`src/rtl/multicycle_ctrl_pkg.sv`:
```
// Shared definitions for the multi-cycle MIPS-subset main controller.
// Holds the state encoding, opcode constants, ALUOp codes, mux select codes,
// the control-word struct and the per-state control decode.
package multicycle_pkg;

  // FSM state encoding, also visible on the debug port
  typedef enum logic [2:0] {
    FETCH  = 3'd0,
    DECODE = 3'd1,
    EXEC   = 3'd2,
    MEM    = 3'd3,
    WB     = 3'd4
  } state_t;

  localparam int OPC_W = 6;
  typedef logic [OPC_W-1:0] opcode_t;

  localparam opcode_t OP_RTYPE = 6'h00;
  localparam opcode_t OP_J     = 6'h02;
  localparam opcode_t OP_BEQ   = 6'h04;
  localparam opcode_t OP_ADDI  = 6'h08;
  localparam opcode_t OP_SLTI  = 6'h0A;
  localparam opcode_t OP_LW    = 6'h23;
  localparam opcode_t OP_SW    = 6'h2B;

  localparam logic [2:0] ALUOP_RTYPE = 3'd0;
  localparam logic [2:0] ALUOP_ADD   = 3'd1;
  localparam logic [2:0] ALUOP_SUB   = 3'd2;
  localparam logic [2:0] ALUOP_SLT   = 3'd3;

  localparam logic [1:0] PC_SRC_ALU    = 2'd0;
  localparam logic [1:0] PC_SRC_ALUOUT = 2'd1;
  localparam logic [1:0] PC_SRC_JUMP   = 2'd2;

  localparam logic       ALU_SRC_A_PC = 1'b0;
  localparam logic       ALU_SRC_A_RS = 1'b1;

  localparam logic [1:0] ALU_SRC_B_RT      = 2'd0;
  localparam logic [1:0] ALU_SRC_B_FOUR    = 2'd1;
  localparam logic [1:0] ALU_SRC_B_IMM     = 2'd2;
  localparam logic [1:0] ALU_SRC_B_IMM_SH2 = 2'd3;

  // Moore part of the control outputs; held in a register inside the FSM
  typedef struct packed {
    logic       mem_req;
    logic       mem_we;
    logic       iord;
    logic [1:0] pc_src;
    logic       alu_src_a;
    logic [1:0] alu_src_b;
    logic [2:0] alu_op;
    logic       reg_we;
    logic       reg_dst;
    logic       mem_to_reg;
  } ctl_t;

  // Opcodes that continue into EXEC (J and unknown opcodes end in DECODE)
  function automatic logic op_exec(opcode_t op);
    return (op == OP_RTYPE) || (op == OP_ADDI) || (op == OP_SLTI) ||
           (op == OP_LW)    || (op == OP_SW)   || (op == OP_BEQ);
  endfunction

  // Control word to present while sitting in state s with latched opcode op
  function automatic ctl_t ctl_for(state_t s, opcode_t op);
    ctl_t c;
    c = '0;
    case (s)
      FETCH: begin
        c.mem_req   = 1'b1;
        c.alu_src_a = ALU_SRC_A_PC;
        c.alu_src_b = ALU_SRC_B_FOUR;
        c.alu_op    = ALUOP_ADD;
      end
      DECODE: begin
        // speculative branch target into ALUOut
        c.alu_src_a = ALU_SRC_A_PC;
        c.alu_src_b = ALU_SRC_B_IMM_SH2;
        c.alu_op    = ALUOP_ADD;
      end
      EXEC: begin
        c.alu_src_a = ALU_SRC_A_RS;
        case (op)
          OP_RTYPE: begin
            c.alu_src_b = ALU_SRC_B_RT;
            c.alu_op    = ALUOP_RTYPE;
          end
          OP_ADDI, OP_LW, OP_SW: begin
            c.alu_src_b = ALU_SRC_B_IMM;
            c.alu_op    = ALUOP_ADD;
          end
          OP_SLTI: begin
            c.alu_src_b = ALU_SRC_B_IMM;
            c.alu_op    = ALUOP_SLT;
          end
          OP_BEQ: begin
            c.alu_src_b = ALU_SRC_B_RT;
            c.alu_op    = ALUOP_SUB;
            c.pc_src    = PC_SRC_ALUOUT;
          end
          default: ;
        endcase
      end
      MEM: begin
        c.mem_req = 1'b1;
        c.iord    = 1'b1;
        c.mem_we  = (op == OP_SW);
      end
      WB: begin
        c.reg_we     = 1'b1;
        c.reg_dst    = (op == OP_RTYPE);
        c.mem_to_reg = (op == OP_LW);
      end
      default: ;
    endcase
    return c;
  endfunction

endpackage

```
`src/rtl/multicycle_ctrl_if.sv`:
```
// Controller <-> datapath/memory bundle for the multi-cycle controller.
// Inputs: opcode_i (IR[31:26]), zero_i (ALU zero), mem_ack_i (memory done).
// Outputs: memory request/strobes, PC/IR enables, ALU mux selects, ALUOp,
// register-file strobes, illegal pulse and debug state.
// master = controller side, slave = datapath/memory side.
interface multicycle_ctrl_if #(
  parameter int OP_W    = 6,
  parameter int ALUOP_W = 3
);
  logic [OP_W-1:0]    opcode_i;
  logic               zero_i;
  logic               mem_ack_i;
  logic               mem_req_o;
  logic               mem_we_o;
  logic               iord_o;
  logic               ir_we_o;
  logic               pc_we_o;
  logic [1:0]         pc_src_o;
  logic               alu_src_a_o;
  logic [1:0]         alu_src_b_o;
  logic [ALUOP_W-1:0] alu_op_o;
  logic               reg_we_o;
  logic               reg_dst_o;
  logic               mem_to_reg_o;
  logic               illegal_o;
  logic [2:0]         state_o;

  modport master (
    input  opcode_i, zero_i, mem_ack_i,
    output mem_req_o, mem_we_o, iord_o, ir_we_o, pc_we_o, pc_src_o,
           alu_src_a_o, alu_src_b_o, alu_op_o, reg_we_o, reg_dst_o,
           mem_to_reg_o, illegal_o, state_o
  );

  modport slave (
    output opcode_i, zero_i, mem_ack_i,
    input  mem_req_o, mem_we_o, iord_o, ir_we_o, pc_we_o, pc_src_o,
           alu_src_a_o, alu_src_b_o, alu_op_o, reg_we_o, reg_dst_o,
           mem_to_reg_o, illegal_o, state_o
  );
endinterface

```
`src/rtl/multicycle_ctrl.sv`:
```
// Main FSM of the multi-cycle MIPS-subset CPU: FETCH/DECODE/EXEC/MEM/WB.
// Ports: clk_i, rst_i (sync, active-high), bus (multicycle_ctrl_if.master);
// with MC_CTRL_PERF_CNT_EN defined also cyc_cnt_o / instr_cnt_o [PERF_W].
// Memory request is held until mem_ack_i; an ack with no request is ignored.
module multicycle_ctrl
  import multicycle_pkg::*;
#(
  parameter int OP_W    = 6,
  parameter int ALUOP_W = 3,
  parameter int PERF_W  = 32
) (
  input logic clk_i,
  input logic rst_i,
  multicycle_ctrl_if.master bus
`ifdef MC_CTRL_PERF_CNT_EN
  ,
  output logic [PERF_W-1:0] cyc_cnt_o,
  output logic [PERF_W-1:0] instr_cnt_o
`endif
);

  state_t          state_q;
  opcode_t         op_q;     // opcode latched in DECODE, used by later states
  ctl_t            ctl_q;    // registered Moore control word
  logic [OP_W-1:0] opcode_raw;
  opcode_t         op_in;
  logic            mem_done;
  logic            fetch_done;
  logic            dec_jump;
  logic            dec_illegal;
  logic            beq_take;

  assign opcode_raw = bus.opcode_i;
  assign op_in      = opcode_t'(opcode_raw);

  // ack only counts while a request is actually outstanding
  assign mem_done    = ctl_q.mem_req && bus.mem_ack_i && !rst_i;
  assign fetch_done  = (state_q == FETCH) && mem_done;
  assign dec_jump    = (state_q == DECODE) && (op_in == OP_J) && !rst_i;
  assign dec_illegal = (state_q == DECODE) && (op_in != OP_J) &&
                       !op_exec(op_in) && !rst_i;
  assign beq_take    = (state_q == EXEC) && (op_q == OP_BEQ) &&
                       bus.zero_i && !rst_i;

  always_ff @(posedge clk_i) begin
    if (rst_i) begin
      state_q <= FETCH;
      op_q    <= '0;
      ctl_q   <= ctl_for(FETCH, '0);
    end else begin
      case (state_q)
        FETCH: begin
          if (fetch_done) begin
            state_q <= DECODE;
            ctl_q   <= ctl_for(DECODE, op_q);
          end
        end
        DECODE: begin
          op_q <= op_in;
          if (op_exec(op_in)) begin
            state_q <= EXEC;
            ctl_q   <= ctl_for(EXEC, op_in);
          end else begin
            // J and unknown opcodes both finish here
            state_q <= FETCH;
            ctl_q   <= ctl_for(FETCH, op_in);
          end
        end
        EXEC: begin
          case (op_q)
            OP_LW, OP_SW: begin
              state_q <= MEM;
              ctl_q   <= ctl_for(MEM, op_q);
            end
            OP_BEQ: begin
              state_q <= FETCH;
              ctl_q   <= ctl_for(FETCH, op_q);
            end
            default: begin
              state_q <= WB;
              ctl_q   <= ctl_for(WB, op_q);
            end
          endcase
        end
        MEM: begin
          if (mem_done) begin
            if (op_q == OP_SW) begin
              state_q <= FETCH;
              ctl_q   <= ctl_for(FETCH, op_q);
            end else begin
              state_q <= WB;
              ctl_q   <= ctl_for(WB, op_q);
            end
          end
        end
        WB: begin
          state_q <= FETCH;
          ctl_q   <= ctl_for(FETCH, op_q);
        end
        default: begin
          state_q <= FETCH;
          ctl_q   <= ctl_for(FETCH, '0);
        end
      endcase
    end
  end

  // The control register already holds FETCH values during reset so the
  // first post-reset cycle fetches; outputs are forced low while rst_i is up.
  assign bus.mem_req_o    = !rst_i && ctl_q.mem_req;
  assign bus.mem_we_o     = !rst_i && ctl_q.mem_we;
  assign bus.iord_o       = !rst_i && ctl_q.iord;
  assign bus.alu_src_a_o  = !rst_i && ctl_q.alu_src_a;
  assign bus.alu_src_b_o  = rst_i ? 2'd0 : ctl_q.alu_src_b;
  assign bus.alu_op_o     = rst_i ? '0 : ALUOP_W'(ctl_q.alu_op);
  assign bus.reg_we_o     = !rst_i && ctl_q.reg_we;
  assign bus.reg_dst_o    = !rst_i && ctl_q.reg_dst;
  assign bus.mem_to_reg_o = !rst_i && ctl_q.mem_to_reg;
  assign bus.ir_we_o      = fetch_done;
  assign bus.pc_we_o      = fetch_done || dec_jump || beq_take;
  assign bus.pc_src_o     = rst_i    ? 2'd0 :
                            dec_jump ? PC_SRC_JUMP : ctl_q.pc_src;
  assign bus.illegal_o    = dec_illegal;
  assign bus.state_o      = state_q;

`ifdef MC_CTRL_PERF_CNT_EN
  logic instr_done;

  // true on the last cycle of an instruction (next state is FETCH)
  always_comb begin
    instr_done = 1'b0;
    case (state_q)
      DECODE:  instr_done = !op_exec(op_in);
      EXEC:    instr_done = (op_q == OP_BEQ);
      MEM:     instr_done = mem_done && (op_q == OP_SW);
      WB:      instr_done = 1'b1;
      default: instr_done = 1'b0;
    endcase
  end

  always_ff @(posedge clk_i) begin
    if (rst_i) begin
      cyc_cnt_o   <= '0;
      instr_cnt_o <= '0;
    end else begin
      cyc_cnt_o <= cyc_cnt_o + 1'b1;
      if (instr_done) begin
        instr_cnt_o <= instr_cnt_o + 1'b1;
      end
    end
  end
`else
  logic unused_perf_cfg;
  assign unused_perf_cfg = (PERF_W > 0);
`endif

endmodule
```
`src/flat_wrapper.sv`:
```
// flat-port wrapper written by rule: the top's interface ports become plain ports
module multicycle_ctrl_flat import multicycle_pkg::*;
#(
  parameter int OP_W    = 6,
  parameter int ALUOP_W = 3,
  parameter int PERF_W  = 32
)
  (clk_i, rst_i, bus_opcode_i, bus_zero_i, bus_mem_ack_i, bus_mem_req_o, bus_mem_we_o, bus_iord_o, bus_ir_we_o, bus_pc_we_o, bus_pc_src_o, bus_alu_src_a_o, bus_alu_src_b_o, bus_alu_op_o, bus_reg_we_o, bus_reg_dst_o, bus_mem_to_reg_o, bus_illegal_o, bus_state_o);
  multicycle_ctrl_if #(.OP_W(OP_W), .ALUOP_W(ALUOP_W)) bus_i ();
  input logic clk_i;
  input logic rst_i;
  input wire logic [$bits(bus_i.opcode_i)-1:0] bus_opcode_i;
  input wire logic [$bits(bus_i.zero_i)-1:0] bus_zero_i;
  input wire logic [$bits(bus_i.mem_ack_i)-1:0] bus_mem_ack_i;
  output wire logic [$bits(bus_i.mem_req_o)-1:0] bus_mem_req_o;
  output wire logic [$bits(bus_i.mem_we_o)-1:0] bus_mem_we_o;
  output wire logic [$bits(bus_i.iord_o)-1:0] bus_iord_o;
  output wire logic [$bits(bus_i.ir_we_o)-1:0] bus_ir_we_o;
  output wire logic [$bits(bus_i.pc_we_o)-1:0] bus_pc_we_o;
  output wire logic [$bits(bus_i.pc_src_o)-1:0] bus_pc_src_o;
  output wire logic [$bits(bus_i.alu_src_a_o)-1:0] bus_alu_src_a_o;
  output wire logic [$bits(bus_i.alu_src_b_o)-1:0] bus_alu_src_b_o;
  output wire logic [$bits(bus_i.alu_op_o)-1:0] bus_alu_op_o;
  output wire logic [$bits(bus_i.reg_we_o)-1:0] bus_reg_we_o;
  output wire logic [$bits(bus_i.reg_dst_o)-1:0] bus_reg_dst_o;
  output wire logic [$bits(bus_i.mem_to_reg_o)-1:0] bus_mem_to_reg_o;
  output wire logic [$bits(bus_i.illegal_o)-1:0] bus_illegal_o;
  output wire logic [$bits(bus_i.state_o)-1:0] bus_state_o;
  assign bus_i.opcode_i = bus_opcode_i;
  assign bus_i.zero_i = bus_zero_i;
  assign bus_i.mem_ack_i = bus_mem_ack_i;
  assign bus_mem_req_o = bus_i.mem_req_o;
  assign bus_mem_we_o = bus_i.mem_we_o;
  assign bus_iord_o = bus_i.iord_o;
  assign bus_ir_we_o = bus_i.ir_we_o;
  assign bus_pc_we_o = bus_i.pc_we_o;
  assign bus_pc_src_o = bus_i.pc_src_o;
  assign bus_alu_src_a_o = bus_i.alu_src_a_o;
  assign bus_alu_src_b_o = bus_i.alu_src_b_o;
  assign bus_alu_op_o = bus_i.alu_op_o;
  assign bus_reg_we_o = bus_i.reg_we_o;
  assign bus_reg_dst_o = bus_i.reg_dst_o;
  assign bus_mem_to_reg_o = bus_i.mem_to_reg_o;
  assign bus_illegal_o = bus_i.illegal_o;
  assign bus_state_o = bus_i.state_o;
  multicycle_ctrl #(.OP_W(OP_W), .ALUOP_W(ALUOP_W), .PERF_W(PERF_W)) u_core (.clk_i(clk_i), .rst_i(rst_i), .bus(bus_i));
endmodule
```
`config.mk`:
```
export PLATFORM = sky130hd
export DESIGN_NAME = multicycle_ctrl_flat
export DESIGN_NICKNAME = d
export VERILOG_FILES = /design/src/rtl/multicycle_ctrl_pkg.sv /design/src/rtl/multicycle_ctrl_if.sv /design/src/rtl/multicycle_ctrl.sv /design/src/flat_wrapper.sv
export SDC_FILE = /design/constraint.sdc
export NUM_CORES = 1
export LEC_CHECK = 0
export CAP_MARGIN = 30
export CORE_ASPECT_RATIO = 1.25
export CORE_MARGIN = 2
export CORE_UTILIZATION = 49
export CTS_BUF_LIST = sky130_fd_sc_hd__clkbuf_4 sky130_fd_sc_hd__clkbuf_8
export DETAILED_ROUTE_END_ITERATION = 10
export HOLD_SLACK_MARGIN = 0.12
export PLACE_DENSITY_LB_ADDON = 0.3
export SLEW_MARGIN = 0
export SYNTH_ARGS = -nofsm -noshare
export SYNTH_HDL_FRONTEND = slang
export SYNTH_SLANG_ARGS = --single-unit
```
`constraint.sdc`:
```
create_clock -name clk_i -period 2.3 [get_ports clk_i]
set_clock_uncertainty 0.2 [all_clocks]
set_input_delay 0.46 -clock clk_i [delete_from_list [all_inputs] [get_ports clk_i]]
set_output_delay 0.46 -clock clk_i [all_outputs]
set_load 0.05 [all_outputs]
```
==> results of run 1 <==
-- sequential cells by signal, indices dropped and copies added (netlist names) --
signal / cells
u_core.op_q: 6
u_core.bus.state_o: 3
u_core.ctl_q: 11
-- what timing repair did --
item,CTS,global route
hold buffers,0,0
pin swaps,7,6
setup endpoints to repair,5,6
resized for setup,27,4
buffers inserted,1,3
-- cell type report --
cell class	instances	area, um^2	share of cell area [%]
Multi-Input combinational cell	103	689	38.1
Timing Repair Buffer	53	619	34.2
Sequential cell	20	402	22.2
Tap cell	31	38.8	2.14
Clock inverter	1	30.0	1.66
Clock buffer	3	22.5	1.24
Inverter	2	7.51	0.415
-- cells in the mapped netlist, types with 2 or more instances --
master	instances	area (um^2)
clkbuf_1	4	15.0
nand2_1	19	71.3
a221oi_1	3	26.3
nor2_1	10	37.5
inv_1	2	7.51
a22oi_1	3	22.5
nor4_1	3	18.8
clkbuf_8	2	27.5
o32a_1	3	30.0
a21oi_1	9	45.0
nor3_1	4	20.0
nand3b_1	3	22.5
dfxtp_1	20	400
buf_4	2	15.0
nor2b_1	11	68.8
nand2b_1	3	18.8
o21ai_0	4	20.0
nand3_1	4	20.0
-- metal layers --
layer  vias to the layer above  global-route usage [%]  wire length [um]
met5                         -                       0                 0
met4                         0                    11.5               133
met3                        16                    6.01               225
met2                        68                    46.8              1840
met1                       585                    31.0              1200
li1                        582                       -                 -
-- report_power, final --
group / switching (W) / leakage, nW / internal [W]
clock: 0.000129 / 0.0279 / 0.000177
sequential: 0.0000124 / 0.163 / 0.000361
combinational: 0.000146 / 0.563 / 0.000119
-- stage by stage --
step                      util, %  hold WS [ns]  instances
final                        82.7         0.253        213
after global routing         82.7         0.290        213
after CTS                    81.3         0.259        210
after detailed placement     77.7         0.243        205
after global placement       77.7         0.237        205
after floorplan                 -         0.227        134
-- kinds of logic (layout without fill, tap and decap cells) --
| logic type | Yosys count | count (layout) |
|---|---|---|
| AND/OR/NAND/NOR | 68 | 68 |
| flip-flops | 20 | 20 |
| XOR/XNOR | 1 | 1 |
| multiplexers | 1 | 1 |
| AO/OA/AOI/OAI | 32 | 32 |
| other | 1 | 1 |
| buffers and inverters | 11 | 59 |
-- worst max-delay path, delay by kind of cell --
kind	cells	cell delay, ns
AND/OR/NAND/NOR	3	1.12
AO/OA/AOI/OAI	1	0.15
buffers and inverters	2	0.22
-- worst max path at each step --
| stage | start | to | cells past startpoint |
|---|---|---|---|
| floorplan | bus_opcode_i[5] | bus_pc_src_o[0] | 4 |
| global placement | bus_opcode_i[5] | bus_pc_src_o[1] | 6 |
| detailed placement | bus_opcode_i[5] | bus_pc_src_o[1] | 6 |
| CTS | bus_opcode_i[0] | bus_pc_we_o | 6 |
| global route | bus_opcode_i[5] | bus_pc_we_o | 6 |
| finish | bus_opcode_i[5] | bus_pc_we_o | 6 |
==> results.cfg, run 1 <==
[grt]
antenna_found_initial = 0
grt_remaining_overflow = 0
grt_max_degree = 33
gr-usage-all-layers_pct = 27.2
grt_pass1_wl_mm = 5.26
grt_pass1_vias = 1195

[critical_path]
cp_slowest_cell = or4b_4
r2r-end = u_core.ctl_q[7]
r2r-start = u_core.bus.state_o[2]
critPathLaunchType = input port
cp_max_fo = 3
worstPathRequired_ns = 1.64
critPathKind = in -> out
arrival_ns = 1.95
worstPathCellList = buf_6, or3_4, or4b_4, nor3_4, a211o_4, buf_12
cp_slowest_stage_delay_ns = 0.52
worst-r2r-setup-slack_ns = 0.49
r2r_cells = 8
critical_path.endpoint_type = primary output

[clocking]
clkSinkCount = 20
clk_latency_ns = 0.34
root_buffer = clkbuf_4
numCtsBuffers = 3
cts_tree = done
clk_path_buf_depth = 2
htree_levels = 1
cts.clk_slew.worst_paths_ns = 0.11

[sta]
finalMaxSlewViolations = 0
slew_headroom_pct = 63.8
fin_crit_sh_pct = 113
rsz0062_at_grt = yes
setup_tns_ns = -1.03
period_needed_ns = 2.61
hold_viol = 0
setup_ws_ns = -0.310
worstMarginPinSlew_ns = 0.541
finalSetupViolations = 4
fmax_mhz = 383

[worst_hold_path]
hp-start = u_core.ctl_q[0]
hold_path_class = reg -> reg
hold_depth = 2
min_to = u_core.ctl_q[0]

[synth]
syn_inst = 134
synth-simple-area-share_pct = 34.7
synth_area_um2 = 1120
synthMuxAreaShare_pct = 1.01
synthDistinctLibCells = 43
ys_ff_latch = 20
synth_top_family_by_area = simple AND/OR/NAND/NOR gates
synth_ff_type = dfxtp_1
ys_seq_area_share_pct = 35.8
synth_edf_count = 0
syn_nets = 144
synthXorXnorAreaFrac_pct = 0.784
synthAdderAreaFrac_pct = 0
synth_warnings = 0
async_reset_ff_share_pct = 0
synth_compound_area_share_pct = 20.5
syn_area_per_cell_um2 = 8.34

[pwr]
power_w = 0.000944
p_leak_nw = 0.754
ir_drop_mv = 0.548
powerDensity_nw_per_um2 = 522

[place]
placed_cell_area_um2 = 1700
dp_hpwl_mm = 2.36
portBuffers = 28
pre_cts_slack_ns = -0.660
gp_congestion = 0.882

[floorplanning]
core_region_area_um2 = 2190
dieArea_um2 = 2680
io_pins = 30
die_width_um = 46.7
rows = 19
fp.dieH_um = 57.4
initial_core_util_pct = 51.1

[routing]
vias_per_cell = 5.87
drc = 0
via_count = 1251
detail-route-antenna-nets = 0
drtIter0Drc = 41
drtPass1Iterations = 4
routed_wl_mm = 3.40
wl_per_cell_um = 16.0

[outcome]
violations = negative setup slack
outcome = finished, violations left

[cells_and_area]
final_cell_mix = buf_4, nand2_1, dfxtp_1
nets = 193
drive_above_1_share_pct = 35.7
syn_to_final_growth_pct = 61.9
fin_area_um2 = 1810
antenna_cells = 0
final_common_cell = buf_4
fill_cells = 128

[flow_run]
maxCapViolCount = 0
No activity file was read; power rests on OpenSTA's default activity.
==> run 2: changes to the inputs <==
--- a/config.mk
+++ b/config.mk
@@ -5,6 +5,7 @@
 export SDC_FILE = /design/constraint.sdc
 export NUM_CORES = 1
 export LEC_CHECK = 0
+export ABC_AREA = 1
 export CAP_MARGIN = 30
 export CORE_ASPECT_RATIO = 1.25
 export CORE_MARGIN = 2
==> results.cfg, run 2 <==
[outcome]
outcome = finished, violations left
violations = negative setup slack

[floorplanning]
fp.dieH_um = 58.0
io_pins = 30
initial_core_util_pct = 51.7
rows = 19
die_width_um = 47.2
dieArea_um2 = 2740
core_region_area_um2 = 2210

[grt]
antenna_found_initial = 0
gr-usage-all-layers_pct = 35.2
grt_max_degree = 13
grt_pass1_vias = 1507
use_met1_pct = 38.3
met2_usage_pct = 59.1
gr-max-usage-layer = met2
grt_util_met3_pct = 5.30
grt_remaining_overflow = 0
grt_pass1_wl_mm = 6.73

[critical_path]
r2r_cells = 14
r2r-start = u_core.bus.state_o[2]
cp_max_fo = 5
critical_path.endpoint_type = primary output
r2r-end = u_core.ctl_q[6]
critPathLaunchType = flop
critPathKind = reg -> out
worstPathRequired_ns = 1.64
worst-r2r-setup-slack_ns = 0.02
arrival_ns = 1.71

[cells_and_area]
antenna_cells = 0
final_common_cell = nand2_1
final_cell_mix = nand2_1, buf_4, nor2_1
final_cell_count_no_fill = 275
largest-register = u_core.ctl_q
nets = 255
fin_util_pct = 87.0
largest_reg_flops = 11
drive_above_1_share_pct = 34.0
syn_to_final_growth_pct = 68.2

[sta]
setup_ws_ns = -0.0663
finalSetupViolations = 3
rsz0062_at_grt = yes
holdWs_ns = 0.257
fin_crit_sh_pct = 103
fmax_mhz = 423
finalMaxSlewViolations = 0
period_needed_ns = 2.37
hold_viol = 0
setup_tns_ns = -0.138

[clocking]
clkSinkCount = 20
cts_hold_buf = 0
clk_path_buf_depth = 2
cts.clk_slew.worst_paths_ns = 0.11
root_buffer = clkbuf_4
clk_latency_ns = 0.31
htree_levels = 1
cts_tree = done
numCtsBuffers = 3

[worst_hold_path]
hold_path_class = in -> reg
min_to = u_core.op_q[5]
hold_depth = 3
hp-start = bus_opcode_i[5]

[place]
portBuffers = 28
dpl.cell_count = 253
pre_cts_slack_ns = -0.254
gp_congestion = 0.889
dp_hpwl_mm = 2.52

[routing]
routed_wl_mm = 4.85
vias_per_cell = 5.76
drtIter0Drc = 134
drtPass1Iterations = 5
detail-route-antenna-nets = 0
wl_per_cell_um = 17.6
via_count = 1584
drc = 0

[synth]
synthDistinctLibCells = 26
syn_area_per_cell_um2 = 6.12
syn_inst = 187
async_reset_ff_share_pct = 0
ys_ff_latch = 20
synth_warnings = 0
synth_ff_type = dfxtp_1
ys_seq_area_share_pct = 35.0
syn_nets = 197
synth_most_common_cell = nand2_1
synth.area.top_cells = dfxtp_1, nand2_1, nor2_1, inv_1, nand3_1
synth_area_um2 = 1140
synth_common_cells = nand2_1, nor2_1, inv_1, dfxtp_1, nand3_1
synth_edf_count = 0
synth_top_area_cell = dfxtp_1
synth_top_cell_area_share_pct = 35.0

[pwr]
p_leak_nw = 0.898
ir_drop_mv = 0.388
powerDensity_nw_per_um2 = 432

[flow_run]
maxCapViolCount = 0
[run 2: metrics by stage]
| stage | power (W) | cell area, um^2 |
|---|---|---|
| after floorplan | 0.000493 | 1180 |
| after global placement | 0.000578 | 1720 |
| after detailed placement | 0.000586 | 1720 |
| after CTS | 0.000808 | 1900 |
| after global routing | 0.000861 | 1920 |
| final | 0.000831 | 1920 |
[run 2: repair_timing]
item                       CTS  global route
pin swaps                   10             7
resized for setup           28            15
buffers inserted            15             3
setup endpoints to repair    7             6
[run 2: how the worst max path moves through the flow]
stage                     startpoint             to  slack [ns]  depth (start not counted)
4_1_cts        u_core.bus.state_o[2]  bus_illegal_o       0.002                          6
2_1_floorplan        bus_opcode_i[5]    bus_pc_we_o        0.03                          5
5_1_grt        u_core.bus.state_o[0]    bus_pc_we_o       -0.13                          6
6_report              u_core.op_q[3]    bus_pc_we_o       -0.07                          6
3_5_place_dp         bus_opcode_i[1]    bus_pc_we_o       -0.25                          8
3_3_place_gp         bus_opcode_i[1]    bus_pc_we_o       -0.20                          8
[run 2: cell type report]
class | instances | area, um^2
multi-input combinational | 128 | 653
sequential | 20 | 407
timing repair buffer | 60 | 661
inverter | 32 | 128
clock buffer | 4 | 36.3
fill | 113 | 288
tap | 31 | 38.8
[run 2: worst max-delay path, stage by stage, from the launching register on]
cell and delay, ns:
dfxtp_1 0.34, inv_1 0.16, nand2_1 0.13, nor2_2 0.22
nand3_2 0.18, o21ai_4 0.22, buf_12 0.15
[run 2: cells by family (layout without fill, tap and decap cells)]
family / after synthesis / after routing / synth area share (%)
simple gates: 102 / 102 / 38.9
buf+inv: 39 / 96 / 14.3
compound gates: 25 / 25 / 11.4
flops: 20 / 20 / 35.0
other cells: 1 / 1 / 0.328
[run 2: where the power goes]
part	internal, W	switching, W
Sequential	0.000359	0.00000962
Clock	0.0000969	0.000115
Combinational	0.000102	0.000148
Total	0.000558	0.000272
[run 2: per-layer routing]
| metal | routed length (um) | vias to the layer above |
|---|---|---|
| li1 | - | 695 |
| met1 | 1500 | 693 |
| met2 | 2430 | 143 |
| met3 | 440 | 53 |
| met4 | 478 | 0 |
| met5 | 0 | - |
==> run 3: changes to the inputs <==
--- a/config.mk
+++ b/config.mk
@@ -6,7 +6,7 @@
 export NUM_CORES = 1
 export LEC_CHECK = 0
 export ABC_AREA = 1
-export CAP_MARGIN = 30
+export CAP_MARGIN = 20
 export CORE_ASPECT_RATIO = 1.25
 export CORE_MARGIN = 2
 export CORE_UTILIZATION = 49
==> results of run 3 <==
Same layout as run 2: the final DEF is identical, and so are final timing and power.
